File: src/rtl/fetch_unit.sv
// ============================================================================
// Module   : fetch_unit
// Purpose  : Instruction fetch stage: PC, single-outstanding imem reads,
//            prefetch FIFO feeding decode. Optional halt-on-opcode-1111
//            feature enabled by the FETCH_HALT_EN macro.
// Revision : 1.0 - initial release
// ============================================================================
`default_nettype none

module fetch_unit #(
  parameter int ADDR_W = 8,
  parameter int DEPTH  = 4
) (
  input  logic              clk,
  input  logic              rst,
  output logic              imem_req,
  output logic [ADDR_W-1:0] imem_addr,
  input  logic              imem_ack,
  input  logic [15:0]       imem_rdata,
  output logic              instr_valid,
  output logic [15:0]       instr_data,
  output logic [ADDR_W-1:0] instr_pc,
  input  logic              instr_ready,
  input  logic              redirect,
  input  logic [ADDR_W-1:0] redirect_addr
);

  localparam int C_PTR_W = $clog2(DEPTH);
  localparam int C_CNT_W = C_PTR_W + 1;
  localparam logic [C_CNT_W-1:0] C_DEPTH = C_CNT_W'(DEPTH);

  localparam logic [1:0] C_ST_IDLE = 2'd0;
  localparam logic [1:0] C_ST_WAIT = 2'd1;
  localparam logic [1:0] C_ST_DROP = 2'd2;

  logic [1:0]         state_q, state_d;
  logic [ADDR_W-1:0]  pc_q, pc_d;
  logic [ADDR_W-1:0]  addr_q, addr_d;
  logic [C_PTR_W-1:0] rd_ptr_q, rd_ptr_d;
  logic [C_PTR_W-1:0] wr_ptr_q, wr_ptr_d;
  logic [C_CNT_W-1:0] count_q, count_d;
  logic [15:0]        data_q [DEPTH];
  logic [ADDR_W-1:0]  pcs_q  [DEPTH];

  logic w_halted;
  logic w_issue;
  logic w_push;
  logic w_pop;

  // A request only issues when a FIFO slot is free, so an ack never meets a full FIFO.
  assign w_issue = (state_q == C_ST_IDLE) && (count_q < C_DEPTH) && !w_halted && !redirect;
  assign w_push  = (state_q == C_ST_WAIT) && imem_ack && !redirect;
  assign w_pop   = (count_q != '0) && instr_ready && !redirect;

`ifdef FETCH_HALT_EN
  logic halt_q, halt_d;

  always_comb begin
    halt_d = halt_q;
    if (redirect) begin
      halt_d = 1'b0;
    end else if (w_push && (imem_rdata[15:10] == 6'b00_1111)) begin
      halt_d = 1'b1;
    end
  end

  always_ff @(posedge clk or posedge rst) begin
    if (rst) begin
      halt_q <= 1'b0;
    end else begin
      halt_q <= halt_d;
    end
  end

  assign w_halted = halt_q;
`else
  assign w_halted = 1'b0;
`endif

  always_ff @(posedge clk or posedge rst) begin
    if (rst) begin
      state_q <= C_ST_IDLE;
    end else begin
      state_q <= state_d;
    end
  end

  always_comb begin
    state_d = state_q;
    case (state_q)
      C_ST_IDLE: begin
        if (w_issue) begin
          state_d = C_ST_WAIT;
        end
      end
      C_ST_WAIT: begin
        if (imem_ack) begin
          state_d = C_ST_IDLE;
        end else if (redirect) begin
          state_d = C_ST_DROP;
        end
      end
      C_ST_DROP: begin
        if (imem_ack) begin
          state_d = C_ST_IDLE;
        end
      end
      default: state_d = C_ST_IDLE;
    endcase
  end

  // In WAIT/DROP the address is the latched one, so a redirect cannot disturb it.
  always_comb begin
    imem_req  = 1'b0;
    imem_addr = pc_q;
    case (state_q)
      C_ST_IDLE: begin
        imem_req = w_issue;
      end
      C_ST_WAIT, C_ST_DROP: begin
        imem_req  = 1'b1;
        imem_addr = addr_q;
      end
      default: begin
        imem_req = 1'b0;
      end
    endcase
    if (rst) begin
      imem_req = 1'b0;
    end
  end

  always_comb begin
    pc_d     = pc_q;
    addr_d   = addr_q;
    rd_ptr_d = rd_ptr_q;
    wr_ptr_d = wr_ptr_q;
    count_d  = count_q;
    if (w_issue) begin
      addr_d = pc_q;
    end
    if (redirect) begin
      pc_d     = redirect_addr;
      rd_ptr_d = '0;
      wr_ptr_d = '0;
      count_d  = '0;
    end else begin
      if (w_push) begin
        pc_d     = pc_q + ADDR_W'(1);
        wr_ptr_d = wr_ptr_q + C_PTR_W'(1);
      end
      if (w_pop) begin
        rd_ptr_d = rd_ptr_q + C_PTR_W'(1);
      end
      case ({w_push, w_pop})
        2'b10:   count_d = count_q + C_CNT_W'(1);
        2'b01:   count_d = count_q - C_CNT_W'(1);
        default: count_d = count_q;
      endcase
    end
  end

  always_ff @(posedge clk or posedge rst) begin
    if (rst) begin
      pc_q     <= '0;
      addr_q   <= '0;
      rd_ptr_q <= '0;
      wr_ptr_q <= '0;
      count_q  <= '0;
      for (int i = 0; i < DEPTH; i++) begin
        data_q[i] <= '0;
        pcs_q[i]  <= '0;
      end
    end else begin
      pc_q     <= pc_d;
      addr_q   <= addr_d;
      rd_ptr_q <= rd_ptr_d;
      wr_ptr_q <= wr_ptr_d;
      count_q  <= count_d;
      if (w_push) begin
        data_q[wr_ptr_q] <= imem_rdata;
        pcs_q[wr_ptr_q]  <= addr_q;
      end
    end
  end

  assign instr_valid = (count_q != '0);
  assign instr_data  = data_q[rd_ptr_q];
  assign instr_pc    = pcs_q[rd_ptr_q];

endmodule

`default_nettype wire
File: config.mk
export PLATFORM = sky130hd
export DESIGN_NAME = fetch_unit
export DESIGN_NICKNAME = d
export VERILOG_FILES = /design/src/rtl/fetch_unit.sv
export SDC_FILE = /design/constraint.sdc
export NUM_CORES = 1
export LEC_CHECK = 0
export ABC_CLOCK_PERIOD_IN_PS = 10400
export CAP_MARGIN = 20
export CORE_MARGIN = 5
export CORE_UTILIZATION = 50
export DETAILED_ROUTE_END_ITERATION = 10
export PLACE_DENSITY_LB_ADDON = 0.05
export SLEW_MARGIN = 5
export SYNTH_ARGS = -nofsm -noshare
export SYNTH_HDL_FRONTEND = slang
export SYNTH_SLANG_ARGS = --single-unit
File: constraint.sdc
create_clock -name clk -period 10.4 [get_ports clk]
set_input_delay 1.04 -clock clk [delete_from_list [all_inputs] [get_ports clk]]
set_output_delay 1.04 -clock clk [all_outputs]
set_load 0.005 [all_outputs]
==> qor.txt, run 1 <==
=====================================================================================
Share of synthesized area occupied by flip-flops and latches                    0.541
Number of global-route vias before repair                                        3589
Setup repair after global routing missed its margin                                no
Detailed Routing Iterations Pass 1                                                  4
Detailed-route DRC error count                                                      0
Clock buffer depth                                                                  2
Post-CTS setup buffers                                                              0
Floorplan core area                                                        0.0109 mm2
Reported net switching power                                                   521 uW
Post-placement worst setup slack                                              6250 ps
Clock sink total                                                                  121
Fraction of power spent switching nets                                          0.268
Type of the worst min-delay path                                           reg -> reg
CTS H-Tree Depth                                                                    4
Ant diodes                                                                          0
Worst hold margin                                                              497 ps
Number of storage elements in the synthesis netlist                               121
Post-synth top area share                                                       0.541
Number of instances in the synthesized netlist                                    370
Worst r2r dst                                                              count_q[2]
Placed insts                                                                      557
Number of clock buffers inserted by TritonCTS                                      17
Worst-case vdd ir drop                                                       0.147 mV
Resized Gates After CTS                                                             0
Most frequent standard cell in the layout excluding fill and tap cells   sky130_fd_sc_hd__dfrtp_1
# IOs                                                                              63
Number of vias in the routed layout                                              3233
Layout area overhead                                                            23.1%
Sequential cell fraction of total power                                         0.381
CTS Hold Bufs                                                                       0
Tot GR Track Use                                                                0.184
Total count of hold-check failures in the final report                              0
Areal power density over the cells                                         282 mW/mm2
Startpoint of the tightest hold check path                                 data_q[19]
Worst Setup Start Kind                                                     input port
Clock share of power                                                            0.297
Total non-filler cell area in the finished layout                         0.00690 mm2
Initial core utilization                                                        0.514
Placement Rows                                                                     38
Vert. Die Dim                                                                  116 um
Tot Pwr                                                                       1.94 mW
Syn_area_per_cell                                                            15.1 um2
Tcrit/Tclk final                                                                0.395
Iteration-0 DRC count of the detailed router                                      167
Die Width                                                                      116 um
Final Skew                                                                    7.36 ps
Synthesized Nets                                                                  410
Total number of yosys warnings                                                      0
DR WL/cell                                                                    18.8 um
Slew at the pin with the worst max-slew slack                                  958 ps
Outcome                                                                  complete, no violations
Final Net Count                                                                   476
Worst hold path endpoint                                                   data_q[19]
CTS tree                                                                         done
Smallest setup slack after layout                                             6290 ps
DP Wirelength                                                                 6.82 mm
Detailed Route WL                                                             11.1 mm
Rel. slew slack                                                                 0.361
Total congestion overflow                                                           0
Top cell type by total area after synthesis                              sky130_fd_sc_hd__dfrtp_1
Worst Path Class, Setup                                                     in -> out
Leakage power of the design                                                   3.12 nW
Hold Path Stages                                                                    1
Cell at the root of the clock tree                                       sky130_fd_sc_hd__clkbuf_8
Commonest non-fill, non-tap cells in the layout                          sky130_fd_sc_hd__dfrtp_1 (120), sky130_fd_sc_hd__mux2_2 (113), sky130_fd_sc_hd__clkdlybuf4s50_1 (62)
Global-route wire length before repair                                        18.5 mm
Drt via density                                                                  5.49
Count of distinct cell types in the synthesized netlist                            35
Final setup violation count                                                         0
Kind of capture point of the worst setup path                            primary output
Post-route antenna net violation count                                              0
Register-to-Register Path Depth                                                     8
Design internal power                                                         1.42 mW
Total Neg Setup Slack                                                            0 ps
Post-layout minimum cycle time                                                4110 ps
Total die area                                                             0.0134 mm2
Register-to-register setup slack                                              7930 ps
DP Area                                                                   0.00630 mm2
Initial antenna violation count                                                     0
Highest clock frequency the design can meet                                   244 MHz
Critical-path maximum fanout                                                       30
Post-Route Utilization                                                          0.633
Mapped Area                                                               0.00560 mm2
Origin of the critical flop-to-flop path                                   state_q[1]
Number of cells in the finished layout apart from fillers                         589
Gpl congestion                                                                  0.764
Synth top area cells                                                     sky130_fd_sc_hd__dfrtp_1 (54%), sky130_fd_sc_hd__mux2_2 (23%), sky130_fd_sc_hd__mux4_2 (9.6%)
Combinational cell fraction of total power                                      0.322
Fraction of layout instances using a drive strength above 1                     0.399
Number of port buffers                                                             62
Data required, critical path                                                  9360 ps
CP arrival                                                                    3070 ps
Clock-pin slew on the worst setup and hold paths                                50 ps
Number of max-slew violations in the final report                                   0
Clock latency reported for the late side of the worst-skew pair                520 ps
Max-cap viol count                                                                  0
Pin count of the biggest net entering global routing                               75
=====================================================================================
-- layer usage --
layer,GRT usage,share of wire
met5,0,0
met4,0.0580,0.011
met3,0.0627,0.042
met2,0.295,0.51
met1,0.238,0.44
-- state kept, by name (all words and copies together) (netlist names) --
signal    cells
state_q       2
data_q       64
pc_q          8
rd_ptr_q      2
wr_ptr_q      2
pcs_q        32
addr_q        8
count_q       3
-- critical path: stages --
cell and delay [ps]:
sky130_fd_sc_hd__clkdlybuf4s50_1 390, sky130_fd_sc_hd__buf_4 230, sky130_fd_sc_hd__nor3b_2 620, sky130_fd_sc_hd__nor2_1 90, sky130_fd_sc_hd__nor3_1 160, sky130_fd_sc_hd__clkdlybuf4s50_1 530
-- worst max path at each step --
stage,startpoint,endpoint,slack (ps),cells past startpoint
after floorplan,rst,addr_q[0],6150,1
after global placement,redirect,imem_req,6310,6
after detailed placement,redirect,imem_req,6250,6
after CTS,redirect,imem_req,6240,6
after global routing,redirect,imem_req,6150,6
final,redirect,imem_req,6290,6
-- layout make-up --
type | instances | area [um2]
Inverter | 6 | 25.0
Multi-Input combinational cell | 224 | 2420
Timing Repair Buffer | 66 | 651
Tap cell | 140 | 175
Clock inverter | 8 | 90.1
Fill cell | 864 | 3990
Sequential cell | 121 | 3030
Clock buffer | 24 | 500
-- synth_stat cells --
master and number:
sky130_fd_sc_hd__dfrtp_1 121, sky130_fd_sc_hd__mux2_2 113, sky130_fd_sc_hd__mux4_2 24, sky130_fd_sc_hd__nand2_1 16, sky130_fd_sc_hd__o21ai_0 11, sky130_fd_sc_hd__ha_1 10, sky130_fd_sc_hd__buf_2 8, sky130_fd_sc_hd__xor2_1 8
sky130_fd_sc_hd__buf_6 6, sky130_fd_sc_hd__inv_1 6, sky130_fd_sc_hd__nor2_1 6, sky130_fd_sc_hd__a21oi_1 4, sky130_fd_sc_hd__clkbuf_1 4, sky130_fd_sc_hd__xnor2_1 4, sky130_fd_sc_hd__nand2_2 3, sky130_fd_sc_hd__nand4_1 3
sky130_fd_sc_hd__nor3_1 3, sky130_fd_sc_hd__mux2i_1 2, sky130_fd_sc_hd__nand2b_1 2, sky130_fd_sc_hd__a211oi_1 1, sky130_fd_sc_hd__a311oi_1 1, sky130_fd_sc_hd__a32oi_1 1, sky130_fd_sc_hd__and2_1 1, sky130_fd_sc_hd__and3_1 1
sky130_fd_sc_hd__and4_1 1, sky130_fd_sc_hd__buf_1 1, sky130_fd_sc_hd__fa_1 1, sky130_fd_sc_hd__nand3_1 1, sky130_fd_sc_hd__nand4b_1 1, sky130_fd_sc_hd__nor3b_2 1, sky130_fd_sc_hd__nor3b_4 1, sky130_fd_sc_hd__o21a_1 1
sky130_fd_sc_hd__o22ai_1 1, sky130_fd_sc_hd__o31ai_1 1, sky130_fd_sc_hd__or3_1 1
-- power groups by stage --
stage                     clock [mW]  sequential (mW)  combinational, mW
after floorplan                    0            0.688              0.410
after global placement             0            0.742              0.621
after detailed placement           0            0.749              0.633
after CTS                      0.589            0.744              0.639
after global routing           0.613            0.764              0.683
final                          0.576            0.740              0.626
-- logic make-up (layout without fill, tap and decap cells) --
group	count (synthesis)	count (layout)	synth area share
AO/OA/AOI/OAI	21	21	0.0217
XOR/XNOR	12	12	0.0188
adder cells (fa/ha/maj)	11	11	0.0259
buffers and inverters	25	104	0.0266
flip-flops	121	121	0.541
multiplexers	139	139	0.327
AND/OR/NAND/NOR	41	41	0.0393
No activity file was read; power rests on OpenSTA's default activity.
==> run 2: changes to the inputs <==
--- a/config.mk
+++ b/config.mk
@@ -5,7 +5,7 @@
 export SDC_FILE = /design/constraint.sdc
 export NUM_CORES = 1
 export LEC_CHECK = 0
-export ABC_CLOCK_PERIOD_IN_PS = 10400
+export ABC_CLOCK_PERIOD_IN_PS = 3800
 export CAP_MARGIN = 20
 export CORE_MARGIN = 5
 export CORE_UTILIZATION = 50
==> constraint.sdc (replaced) <==
create_clock -name clk -period 3.8 [get_ports clk]
set_input_delay 0.38 -clock clk [delete_from_list [all_inputs] [get_ports clk]]
set_output_delay 0.38 -clock clk [all_outputs]
set_load 0.005 [all_outputs]
==> run 2 against run 1 <==
  * Count of clock-buffer cells in the layout unchanged
  * Combinational power rose to 2.7 times the previous value
  * Non-clock buffer count up 3
  * Hold slack worse by 97 ps
  * Flip-flop and latch count unchanged
  * Critical endpoint is now instr_pc[0]
  * Largest cell class unchanged
  * Largest power group unchanged
  * Highest routed layer unchanged
==> qor.txt, run 2 (same netlist as run 1, synthesis figures left out) <==
=====================================================================================
Outcome                                                                  complete, no violations
Pin count of the biggest net entering global routing                               63   -16%
Total congestion overflow                                                           0   unchanged
Register-to-register setup slack                                              1250 ps   -6680 ps
Number of filler instances in the final layout                                    835   -3.4%
Final setup violation count                                                         0   unchanged
Register area                                                             0.00303 mm2   unchanged
Placement Rows                                                                     38   unchanged
Die Width                                                                      116 um   unchanged
Max-cap viol count                                                                  0   unchanged
Total area of multi-input combinational cells                             0.00242 mm2   unchanged
Initial core utilization                                                        0.514   unchanged
Cell type group with the largest total delay on the critical path          flip-flops
Global-route wire length before repair                                        18.6 mm   +0.11%
Detailed Route WL                                                             11.0 mm   -0.47%
Tot GR Track Use                                                                0.183   -0.00131
Clock latency reported for the late side of the worst-skew pair                510 ps   about the same
Critical-path maximum fanout                                                       25   -17%
# IOs                                                                              63   unchanged
Number of port buffers                                                             62   unchanged
Areal power density over the cells                                         773 mW/mm2   +170%
Top Registers                                                            data_q x64, pcs_q x32
Most frequent standard cell in the layout excluding fill and tap cells   sky130_fd_sc_hd__dfrtp_1
Worst setup startpoint                                                    rd_ptr_q[0]
Drt via density                                                                  5.59   +1.8%
Layout area overhead                                                            24.0%
Max reg flops                                                                      64   unchanged
Type of the worst min-delay path                                          in -> async
Kind of capture point of the worst setup path                            primary output
Tcrit/Tclk final                                                                0.775
Buf/Inv on CP                                                                       1   -2
CTS Hold Bufs                                                                       0   unchanged
Total count of hold-check failures in the final report                              0   unchanged
Data required, critical path                                                  3420 ps   -5940 ps
Post-route met1 wirelength                                                    4.74 mm   -1.9%
Detailed Routing Iterations Pass 1                                                  4   unchanged
Post-route antenna net violation count                                              0   unchanged
Rel. slew slack                                                                 0.401   +0.0400
Final Net Count                                                                   479   +0.63%
Worst Path Class, Setup                                                    reg -> out
Clock buffer depth                                                                  2   unchanged
Iteration-0 DRC count of the detailed router                                      143   -14%
Worst-case vdd ir drop                                                       0.571 mV   +290%
CTS tree                                                                         done
Leakage power of the design                                                   3.14 nW   +0.80%
Routed length on met3                                                          551 um   +17%
Cell at the root of the clock tree                                       sky130_fd_sc_hd__clkbuf_8
Post-layout minimum cycle time                                                2940 ps
Detailed-route DRC error count                                                      0   unchanged
DP Wirelength                                                                 6.93 mm   +1.6%
Number of max-slew violations in the final report                                   0   unchanged
Vert. Die Dim                                                                  116 um   unchanged
Final Skew                                                                    8.52 ps   +1.17 ps
Commonest non-fill, non-tap cells in the layout                          sky130_fd_sc_hd__dfrtp_1 (120), sky130_fd_sc_hd__mux2_2 (113), sky130_fd_sc_hd__clkdlybuf4s50_1 (62)
Largest register by flop count                                                 data_q
Worst hold margin                                                              400 ps   -97.3 ps
Origin of the critical flop-to-flop path                                   state_q[1]
Levels on crit path                                                                 2   -4
Cells along the critical path                                            mux4_2, clkdlybuf4s50_1
Setup repair after global routing missed its margin                                no
Fraction of layout instances using a drive strength above 1                     0.400   +0.00178
Worst r2r dst                                                              count_q[2]
Sum of met2 wire segment lengths after detailed routing                       5.60 mm   -0.66%
Slowest stage delay, CP                                                        950 ps   +330 ps
Total die area                                                             0.0134 mm2   unchanged
Top Layer Used                                                                   met4
Critical path's slowest cell                                             sky130_fd_sc_hd__dfrtp_2
Slew at the pin with the worst max-slew slack                                  898 ps   -60.1 ps
Post-CTS setup buffers                                                              0   unchanged
Highest clock frequency the design can meet                                   340 MHz
Number of global-route vias before repair                                        3572   -0.47%
Critical Path End                                                         instr_pc[0]
Initial antenna violation count                                                     0   unchanged
Gpl congestion                                                                  0.764   about the same
Floorplan core area                                                        0.0109 mm2   unchanged
Clock sink total                                                                  121   unchanged
Worst Setup Start Kind                                                       register
Resized Gates After CTS                                                             0   unchanged
DR WL/cell                                                                    18.6 um   -0.97%
Number of vias in the routed layout                                              3308   +2.3%
Register-to-Register Path Depth                                                     8   unchanged
CTS H-Tree Depth                                                                    4   unchanged
Ant diodes                                                                          0   unchanged
Total Neg Setup Slack                                                            0 ps   unchanged
CP arrival                                                                    2560 ps   -510 ps
Number of clock buffers inserted by TritonCTS                                      17   unchanged
Clock-pin slew on the worst setup and hold paths                                60 ps   about the same
=====================================================================================
run 2: layer usage:
layer	vias up	global-route usage
met5	-	0
met3	8	0.0491
li1	1502	-
met4	0	0.0673
met1	1726	0.236
met2	72	0.298
run 2: area by class of cell:
type | count | share of cell area
flip-flops and latches | 121 | 0.436
repair buffers | 69 | 0.0987
clock buffers | 24 | 0.0706
inverters | 6 | 0.00360
well taps | 140 | 0.0252
multi-input cells | 224 | 0.349
clock inverters | 8 | 0.0166
run 2: worst min-delay path by stage:
stage	start	end	slack (ps)	depth (start not counted)
finish	rst	pc_q[1]	400	2
CTS	redirect_addr[4]	pc_q[4]	390	3
detailed placement	data_q[28]	data_q[28]	490	1
global route	redirect_addr[0]	pc_q[0]	440	3
global placement	data_q[31]	data_q[31]	480	1
floorplan	data_q[16]	data_q[16]	470	1
run 2: power by group:
group          switching (mW)  internal, mW
Clock                   0.542          1.08
Combinational           0.544          1.17
Sequential              0.333          1.69
Total                    1.42          3.95
run 2: per-stage QoR:
stage / util / instances / cell area [um2] / power [mW] / worst slack [ps]
2_1_floorplan: - / 370 / 5600 / 3.00 / 206
3_3_place_gp: 0.582 / 560 / 6340 / 3.74 / 1060
3_5_place_dp: 0.582 / 560 / 6340 / 3.79 / 1020
4_1_cts: 0.638 / 592 / 6950 / 5.44 / 759
5_1_grt: 0.638 / 592 / 6950 / 5.69 / 700
6_report: 0.638 / 592 / 6950 / 5.37 / 856
run 2: worst reg2reg max path, stage by stage, from the launching register on:
cell	delay, ps
sky130_fd_sc_hd__dfrtp_1	410
sky130_fd_sc_hd__inv_1	110
sky130_fd_sc_hd__ha_1	270
sky130_fd_sc_hd__and2_1	560
sky130_fd_sc_hd__nor3_1	140
sky130_fd_sc_hd__fa_1	450
sky130_fd_sc_hd__nor3_1	200
sky130_fd_sc_hd__a311oi_1	70
sky130_fd_sc_hd__a211oi_1	240
